**src/rtl/inst_mem_loader.sv**
```systemverilog
// rtl/inst_mem_loader.sv - byte stream to 32-bit little-endian instruction memory word writes.
// Optional trailing checksum byte enabled by INST_MEM_LOADER_CHECKSUM_EN.
package cotm32_pkg;
  localparam int INST_MEM_SIZE = 4096;
endpackage

module inst_mem_loader #(
  parameter int MEM_BYTES   = cotm32_pkg::INST_MEM_SIZE,
  parameter int WADDR_WIDTH = $clog2(MEM_BYTES / 4)
) (
  input  logic                   i_clk,
  input  logic                   i_rst_n,
  input  logic                   i_start,
  input  logic [7:0]             i_rx_data,
  input  logic                   i_rx_valid,
  output logic                   o_rx_ready,
  output logic                   o_we,
  output logic [WADDR_WIDTH-1:0] o_waddr,
  output logic [31:0]            o_wdata,
  output logic                   o_busy,
  output logic                   o_cpu_hold,
  output logic                   o_done,
  output logic                   o_err
);

  typedef enum logic [2:0] {
    S_IDLE = 3'd0,
    S_LEN  = 3'd1,
    S_DATA = 3'd2,
`ifdef INST_MEM_LOADER_CHECKSUM_EN
    S_SUM  = 3'd3,
`endif
    S_DONE = 3'd4,
    S_ERR  = 3'd5
  } state_t;

  state_t                 state_q, state_d;
  logic [1:0]             lane_q, lane_d;
  logic [23:0]            buf_q, buf_d;
  logic [WADDR_WIDTH:0]   rem_q, rem_d;
  logic [WADDR_WIDTH-1:0] waddr_q, waddr_d;
  logic [31:0]            wdata_q, wdata_d;
  logic                   we_q, we_d;
  logic                   err_q, err_d;
`ifdef INST_MEM_LOADER_CHECKSUM_EN
  logic [7:0]             sum_q, sum_d;
`endif

  logic        rx_fire;
  logic [31:0] len_full;

  assign rx_fire  = i_rx_valid & o_rx_ready;
  // Length and data bytes share one shift register; the 4th byte completes the word.
  assign len_full = {i_rx_data, buf_q};

  always_ff @(posedge i_clk or negedge i_rst_n) begin
    if (!i_rst_n) begin
      state_q <= S_IDLE;
    end else begin
      state_q <= state_d;
    end
  end

  always_comb begin
    state_d = state_q;
    case (state_q)
      S_IDLE: if (i_start) state_d = S_LEN;
      S_LEN: begin
        if (rx_fire && lane_q == 2'd3) begin
          if (len_full == 32'd0) begin
            state_d = S_DONE;
          end else if (len_full > 32'(MEM_BYTES) || len_full[1:0] != 2'b00) begin
            state_d = S_ERR;
          end else begin
            state_d = S_DATA;
          end
        end
      end
      S_DATA: begin
        // rem_q reaches zero on the last byte, so this is the cycle of the final write.
        if (rem_q == '0) begin
`ifdef INST_MEM_LOADER_CHECKSUM_EN
          state_d = S_SUM;
`else
          state_d = S_DONE;
`endif
        end
      end
`ifdef INST_MEM_LOADER_CHECKSUM_EN
      S_SUM: if (rx_fire) state_d = ((sum_q + i_rx_data) == 8'h00) ? S_DONE : S_ERR;
`endif
      S_DONE:  state_d = S_IDLE;
      S_ERR:   state_d = S_IDLE;
      default: state_d = S_IDLE;
    endcase
  end

  always_comb begin
    o_rx_ready = 1'b0;
    case (state_q)
      S_LEN:  o_rx_ready = 1'b1;
      S_DATA: o_rx_ready = (rem_q != '0);
`ifdef INST_MEM_LOADER_CHECKSUM_EN
      S_SUM:  o_rx_ready = 1'b1;
`endif
      default: o_rx_ready = 1'b0;
    endcase
    o_busy     = (state_q != S_IDLE);
    o_cpu_hold = (state_q != S_IDLE);
    o_done     = (state_q == S_DONE);
  end

  always_comb begin
    lane_d  = lane_q;
    buf_d   = buf_q;
    rem_d   = rem_q;
    waddr_d = waddr_q;
    wdata_d = wdata_q;
    we_d    = 1'b0;
    err_d   = err_q;
`ifdef INST_MEM_LOADER_CHECKSUM_EN
    sum_d   = sum_q;
`endif
    if (state_q == S_IDLE && i_start) begin
      lane_d  = 2'd0;
      waddr_d = '0;
      err_d   = 1'b0;
`ifdef INST_MEM_LOADER_CHECKSUM_EN
      sum_d   = 8'h00;
`endif
    end
    // Advance after each write except the last, so the address never wraps.
    if (we_q && rem_q != '0) waddr_d = waddr_q + 1'b1;
    if (rx_fire && (state_q == S_LEN || state_q == S_DATA)) begin
      lane_d = lane_q + 1'b1;
      buf_d  = {i_rx_data, buf_q[23:8]};
      if (state_q == S_DATA) begin
`ifdef INST_MEM_LOADER_CHECKSUM_EN
        sum_d = sum_q + i_rx_data;
`endif
        if (lane_q == 2'd3) begin
          we_d    = 1'b1;
          wdata_d = len_full;
          rem_d   = rem_q - 1'b1;
        end
      end else if (lane_q == 2'd3) begin
        rem_d = len_full[WADDR_WIDTH+2:2];
      end
    end
    if (state_d == S_ERR) err_d = 1'b1;
  end

  always_ff @(posedge i_clk or negedge i_rst_n) begin
    if (!i_rst_n) begin
      lane_q  <= 2'd0;
      buf_q   <= 24'd0;
      rem_q   <= '0;
      waddr_q <= '0;
      wdata_q <= 32'd0;
      we_q    <= 1'b0;
      err_q   <= 1'b0;
`ifdef INST_MEM_LOADER_CHECKSUM_EN
      sum_q   <= 8'h00;
`endif
    end else begin
      lane_q  <= lane_d;
      buf_q   <= buf_d;
      rem_q   <= rem_d;
      waddr_q <= waddr_d;
      wdata_q <= wdata_d;
      we_q    <= we_d;
      err_q   <= err_d;
`ifdef INST_MEM_LOADER_CHECKSUM_EN
      sum_q   <= sum_d;
`endif
    end
  end

  assign o_we    = we_q;
  assign o_waddr = waddr_q;
  assign o_wdata = wdata_q;
  assign o_err   = err_q;

endmodule

```
**config.mk**
```make
export PLATFORM = sky130hd
export DESIGN_NAME = inst_mem_loader
export DESIGN_NICKNAME = d
export VERILOG_FILES = /design/src/rtl/inst_mem_loader.sv
export SDC_FILE = /design/constraint.sdc
export NUM_CORES = 1
export LEC_CHECK = 0
export CAP_MARGIN = 5
export CORE_MARGIN = 5
export CORE_UTILIZATION = 40
export CTS_CLUSTER_SIZE = 8
export DETAILED_ROUTE_END_ITERATION = 8
export PLACE_DENSITY_LB_ADDON = 0.12
export SYNTH_ARGS = -nofsm -noshare
export SYNTH_HDL_FRONTEND = slang
export SYNTH_SLANG_ARGS = --single-unit
```
**constraint.sdc**
```tcl
create_clock -name i_clk -period 7 [get_ports i_clk]
set_clock_uncertainty 0.15 [all_clocks]
set_input_delay 1.75 -clock i_clk [delete_from_list [all_inputs] [get_ports i_clk]]
set_output_delay 1.75 -clock i_clk [all_outputs]
set_load 0.03 [all_outputs]
```
# After elaboration in Yosys (flattened, before gate mapping)
# Cells that the tools add are included.
# op_classes
reduce_logical	17
order_cmp	1
muxes	19
n_eq_ne	5
add_sub_neg	3
bitwise_logic	1
# ops
op	count
two-way mux 11 bit	3
> comparator 32 x 13 -> 1 bit, second input constant	1
logical NOT 32 bit	1
two-way mux 10 bit	2
two-way mux 3 bit	5
logical NOT 11 bit	1
nonzero test 11 bit	1
subtractor 11 x 1 -> 11 bit, second input constant	1
adder 10 x 1 -> 10 bit, second input constant	1
one-hot mux 3 bit (3 select lines)	1
nonzero test 2 bit	4
equality test 3 bit, second input constant	2
two-way mux 1 bit	5
logical AND 1 bit	4
two-way mux 2 bit	2
equality test 3 x 1 -> 1 bit, second input constant	1
equality test 3 x 2 -> 1 bit, second input constant	1
logical NOT 3 bit	1
AND reduction 3 bit	1
nonzero test 3 bit	1
adder 2 x 1 -> 2 bit, second input constant	1
equality test 2 bit, second input constant	1
logical OR 1 bit	2
one-hot mux 1 bit (2 select lines)	1
2 further kinds	2
# totals
in_bits	12
elab_cells	54
regBits	84

# Logic depth before layout (Yosys ltp)
# Gate-level depths: netlist (run 1).
# depth
depth_word	8
mapped_depth	9
depth_no_buf	7

# Worst setup path before layout (run 1)
# OpenSTA, ideal clock, no wires.
# synth_timing
path_type	register -> output
startpoint	register rem_q[0]
endpoint	output port o_rx_ready
slack_ns	3.435
t_arrival_ns	1.665
stages_incl_launch_ff	8
n_path_buf	0
required_ns	5.100
cell_sequence	dfrtp_1 -> inv_1 -> ha_1 -> or3b_2 -> nor2_8 -> nand2_1 -> nand2_1 -> nand2_1
# synth_between
elab_chain_cells	2
# synth_lines
element	line	rtl
start, declared	40	logic [WADDR_WIDTH:0] rem_q, rem_d;
start signal, assigned	168	rem_q <= rem_d;
nonzero test 11 bit	102	S_DATA: o_rx_ready = (rem_q != '0);
one-hot mux 1 bit (2 select lines)	100	case (state_q)
end, declared	16	output logic o_rx_ready,
# Every way passes these cells.

# Final worst setup path (run 1)
# Same ends and word-level chain as after synthesis.

==> results of run 1 <==
[flip-flops by register name (all words and copies together), names as in the netlist]
register and cells:
o_we 1, o_err 1, state_q 3, o_waddr 10, buf_q 24, rem_q 11, o_wdata 32, lane_q 2
[area by class of cell]
class | instances | area [um^2] | share of cell area (%)
clock buffer | 11 | 141 | 2.95
clock inverter | 4 | 73.8 | 1.54
timing repair buffer | 62 | 611 | 12.8
inverter | 9 | 33.8 | 0.706
sequential | 84 | 2100 | 43.9
multi-input combinational | 208 | 1660 | 34.6
tap | 133 | 166 | 3.48
[path summary, 6_finish.rpt]
check	endpoint	start	slack [ns]	cells after the start
min in group asynchronous	rem_q[1]	i_rst_n	1.18	1
worst min register to register	lane_q[0]	lane_q[0]	0.36	1
worst max-delay path	o_rx_ready	rem_q[0]	2.46	8
max in group asynchronous	o_waddr[6]	i_rst_n	4.51	2
worst min-delay path	lane_q[0]	lane_q[0]	0.36	1
worst max register to register	o_wdata[0]	rem_q[0]	4.26	7
[kinds of logic after synthesis]
| kind of cell | synth area share, % |
|---|---|
| and+or+nand+nor | 13.1 |
| DFF | 53.9 |
| AOI/OAI and AO/OA | 9.04 |
| muxes | 18.7 |
| buffers and inverters | 3.72 |
| xor gates and xnor gates | 0.674 |
| adders and majority gates | 0.962 |
[per-layer routing]
| metal | vias to the layer above | share of wire (%) | GRT usage, % |
|---|---|---|---|
| met1 | 1298 | 49 | 22.3 |
| met5 | - | 0 | 0 |
| li1 | 1255 | - | - |
| met3 | 9 | 3.5 | 2.78 |
| met2 | 58 | 46 | 22.2 |
| met4 | 0 | 1.5 | 5.95 |
[power breakdown]
part	switching (mW)	internal [mW]	total (mW)
clock network	0.172	0.209	0.381
logic	0.177	0.172	0.349
registers	0.138	0.597	0.735
total	0.487	0.978	1.46
[cells in the final DEF (no fill, tap or decap), drive strengths merged, types with 4 or more instances in the layout]
| master | n |
|---|---|
| nand2 | 21 |
| o21ai | 28 |
| nor2b | 4 |
| inv | 9 |
| clkdlybuf4s50 | 58 |
| nand2b | 4 |
| clkbuf | 11 |
| dfrtp | 84 |
| a21oi | 12 |
| nand3 | 17 |
| buf | 4 |
| mux2 | 55 |
| nor2 | 13 |
| a31oi | 4 |
| nor3 | 5 |
| nor4 | 9 |
[worst max-delay path, stage by stage (launching register included)]
cell and delay [ns]:
dfrtp_1 0.41, inv_1 0.10, ha_1 0.20, or3b_2 0.53, nor2_8 0.17, nand2_1 0.11, nand2_1 0.11, nand2_1 0.05
clkdlybuf4s50_1 0.60
[stage by stage]
step           total power, mW  hold slack, ns  util, %  setup WS (ns)
6_report                  1.46           0.355     49.6           2.46
5_1_grt                   1.56           0.382     49.6           2.32
3_3_place_gp              1.09           0.337     47.4           2.83
3_5_place_dp              1.10           0.342     47.4           2.79
4_1_cts                   1.48           0.365     49.6           2.43
2_1_floorplan            0.965           0.314        -           3.44
==> impl_metrics.yaml, run 1 <==
power:
  leakage_nw: 2.13
  powerDensity_mw_per_mm2: 306
  vdd_drop_max_mv: 0.110
timing:
  max_slew.worst_pin.slew_ns: 0.706
  grt_setup_unrepaired: "false"
  hold_viol_final: 0
  finalCritPeriodShare_pct: 64.9
  period_minus_slack_ns: 4.54
  drv_slew: 0
  setup_tns_ns: 0
  timing.fmax_mhz: 220
  slew_headroom_pct: 52.8
  setup_viol: 0
grt:
  grt_max_degree: 52
  grt-ovfl-total: 0
  grtUsageTotal_pct: 15.2
  grt_pass1_wl_um: 13900
  antenna_found_initial: 0
  grt_pass1_vias: 2581
critical_path:
  cp.required_ns: 5.10
  start_kind: "flop"
  cp-end-kind: "primary output"
  worst-path-max-fanout: 5
  arrival_ns: 2.64
  critical_path_class: "reg -> out"
floorplan:
  initial_core_util_pct: 40.5
  die_w_um: 109
  core_mm2: 0.00964
  io-pin-count: 60
  die_y_um: 109
  design.die.area_mm2: 0.0118
  row_count: 36
drt:
  route.detailed.drc: 0
  vias_per_cell: 5.13
  first_pass_iters: 5
  wl_um: 8370
  routedWlPerCell_um: 16.4
  ant_nets: 0
  drt-initial-drc-count: 96
  route.vias.total: 2620
clocking:
  cts_buffers: 9
  clock_path_buffers: 2
  cts_tree: "yes"
  holdBufCountCts: 0
  worstSkewPairLatency_ns: 0.35
  htree_num_levels: 3
  postCtsSetupBuffers: 0
  post_cts_resized: 0
  ctsRootBufferMaster: "clkbuf_8"
  clock-sinks: 84
  clkTransAtPathRegs_ns: 0.09
min_path:
  min_path_type: "reg -> reg"
synth:
  ys_types: 45
  ys.flop_type: "dfrtp_1"
  ys_async_sr_fraction_pct: 100
  synth_common_cells: "dfrtp_1 (84), mux2_4 (29), o21ai_0 (27), mux2_2 (26), nand2_1 (20)"
  syn_inst: 314
  yosysTopAreaCell: "dfrtp_1"
  syn_nets: 329
  yosysSeqAreaShare_pct: 53.9
  synth_area_leaders: "dfrtp_1 (54%), mux2_4 (11%), mux2_2 (7.5%)"
  yosysWarnings: 0
  synth-edff-count: 0
  ys_ff_latch: 84
  synthMostInstantiatedCell: "dfrtp_1"
  synth_area_mm2: 0.00390
  syn_area_per_cell_um2: 12.4
  synth_top_area_share_pct: 53.9
layout:
  areaGrowthSynthToFinish_pct: 22.7
  fin_nets: 389
  fin_cells: 511
  fillCellCount: 888
  fin_area_mm2: 0.00479
  diodes: 0
  layout-drive-gt1-share_pct: 23.0
run:
  maxCapViolations: 0
placed_design:
  gp_congestion: 0.787
  placed_cells: 496
  placed_cell_area_mm2: 0.00457
  io_buffers: 59
  hpwl_um: 5720
run_status:
  status: "finished clean"
Note: power is estimated with default switching activity, not from simulation.
==> inputs of run 2 (changes only) <==
==> constraint.sdc (replaced) <==
create_clock -name i_clk -period 4.25 [get_ports i_clk]
set_clock_uncertainty 0.15 [all_clocks]
set_input_delay 1.0625 -clock i_clk [delete_from_list [all_inputs] [get_ports i_clk]]
set_output_delay 1.0625 -clock i_clk [all_outputs]
set_load 0.03 [all_outputs]
==> run 2 against run 1 <==
  * Count of clock-buffer cells in the layout decreased by 1
  * Non-clock buffer count increased by 1
  * Routed wire length increased by 0.16%
  * Largest cell class unchanged
  * Cell count increased by 0.20%
==> impl_metrics.yaml, run 2 (synthesis results as in run 1) <==
run_status:
  status: "finished clean"
power:
  p_seq_share_pct: 51.2
  vdd_drop_max_mv: 0.203
  finalPower_mw: 2.35
  net-switching-power_mw: 0.803
  combPwrFrac_pct: 24.9
  internal_power_mw: 1.55
  powerDensity_mw_per_mm2: 493
  pwr-share-clk_pct: 23.9
  leakage_nw: 2.12
  swShare_pct: 34.1
timing:
  drv_slew: 0
  finalCritPeriodShare_pct: 90.2
  setup_viol: 0
  hold_viol_final: 0
  grt_setup_unrepaired: "false"
  timing.fmax_mhz: 261
  period_minus_slack_ns: 3.83
  slew_headroom_pct: 34.9
  max_slew.worst_pin.slew_ns: 0.977
  setup_tns_ns: 0
clocking:
  postCtsSetupBuffers: 0
  htree_num_levels: 3
  clock-sinks: 84
  post_cts_resized: 0
  cts_tree: "yes"
  clock_path_buffers: 2
  cts_buffers: 9
  holdBufCountCts: 0
  ctsRootBufferMaster: "clkbuf_8"
  clkTransAtPathRegs_ns: 0.08
  worstSkewPairLatency_ns: 0.35
layout:
  areaGrowthSynthToFinish_pct: 22.2
  register_area_mm2: 0.00210
  largest_register_ffs: 32
  diodes: 0
  layout-drive-gt1-share_pct: 23.5
  final_common_cell: "dfrtp_1"
  fin_nets: 390
  layout_common_cells: "dfrtp_1 (84), clkdlybuf4s50_1 (58), mux2_4 (29), o21ai_0 (27), mux2_2 (26)"
  fillCellCount: 883
  final_util_pct: 49.5
  multiInputGateArea_mm2: 0.00166
floorplan:
  io-pin-count: 60
  design.die.area_mm2: 0.0118
  core_mm2: 0.00964
  die_y_um: 109
  row_count: 36
  initial_core_util_pct: 40.5
  die_w_um: 109
drt:
  vias_per_cell: 5.10
  first_pass_iters: 4
  drt-initial-drc-count: 124
  route.vias.total: 2613
  route.detailed.drc: 0
  routedWlPerCell_um: 16.4
  ant_nets: 0
  wl_um: 8380
grt:
  grt_max_degree: 77
  grtUsageTotal_pct: 15.1
  grt_pass1_wl_um: 13900
  antenna_found_initial: 0
  grt_pass1_vias: 2651
  grt-ovfl-total: 0
critical_path:
  start_kind: "flop"
  crit_top_cell: "nand2_1"
  critical_path_class: "reg -> out"
  worst-path-buf-inv: 2
  r2r-start: "rem_q[0]"
  slowest_stage: "clkdlybuf4s50_1"
  crit_path_start: "rem_q[0]"
  crit_chain: "inv_1, ha_1, or3b_2, nor2_8, nand2_1, nand2_1, nand2_1, clkdlybuf4s50_1"
  worst-path-max-fanout: 5
  cp.required_ns: 3.04
  crit_path_max_incr_delay_ns: 0.60
  cp-end-kind: "primary output"
  cp_top_family: "simple AND/OR/NAND/NOR gates"
  arrival_ns: 2.62
placed_design:
  hpwl_um: 5640
  io_buffers: 59
  gp_congestion: 0.769
min_path:
  hp-start: "o_wdata[8]"
  min_path_type: "reg -> reg"
run:
  maxCapViolations: 0
==> run 2: cell count changes in the layout (fill, tap and decap cells not counted), sizes merged <==
cell,previous run,this run
bufinv,2,1
clkbuf,11,10
clkinvlp,0,1
clkinv,2,3
buf,4,5
==> run 2: worst paths after layout <==
path / end / slack (ns) / cells after the start
hold / removal: o_wdata[8] / 0.36 / 1
setup / recovery: o_rx_ready / 0.42 / 8
setup reg to reg: buf_q[10] / 1.56 / 7
min in group asynchronous: o_wdata[3] / 0.70 / 1
hold reg to reg: o_wdata[8] / 0.36 / 1
max in group asynchronous: o_wdata[11] / 2.53 / 2
==> run 2: metrics by stage <==
stage          hold WS (ns)  cells  worst slack [ns]  cell area, um^2
2_1_floorplan         0.314    314              1.37             3900
3_3_place_gp          0.336    497             0.831             4580
3_5_place_dp          0.343    497             0.782             4580
4_1_cts               0.365    512             0.386             4770
5_1_grt               0.380    512             0.244             4770
6_report              0.362    512             0.415             4770
==> run 2: layout make-up <==
cell class | instances | share of cell area (%)
well taps | 133 | 3.49
repair buffers | 63 | 13.0
clock inverters | 5 | 1.10
flip-flops and latches | 84 | 44.1
inverters | 9 | 0.708
clock buffers | 10 | 2.89
multi-input cells | 208 | 34.8
==> run 2: power groups by stage <==
stage          clock network, mW  logic [mW]  registers [mW]
6_report                   0.562       0.585            1.20
5_1_grt                    0.609       0.652            1.24
4_1_cts                    0.582       0.592            1.21
3_5_place_dp                   0       0.586            1.22
3_3_place_gp                   0       0.576            1.22
2_1_floorplan                  0       0.442            1.15
==> run 2: metal layers <==
metal  vias to the layer above  track usage, %  wire [um]  share of wire, %
met5                         -               0          0                 0
met4                         0            6.58        157               1.9
met3                        12            3.02        300               3.6
met2                        51            22.3       3680                44
met1                      1294            21.6       4240                51
li1                       1256               -          -                 -
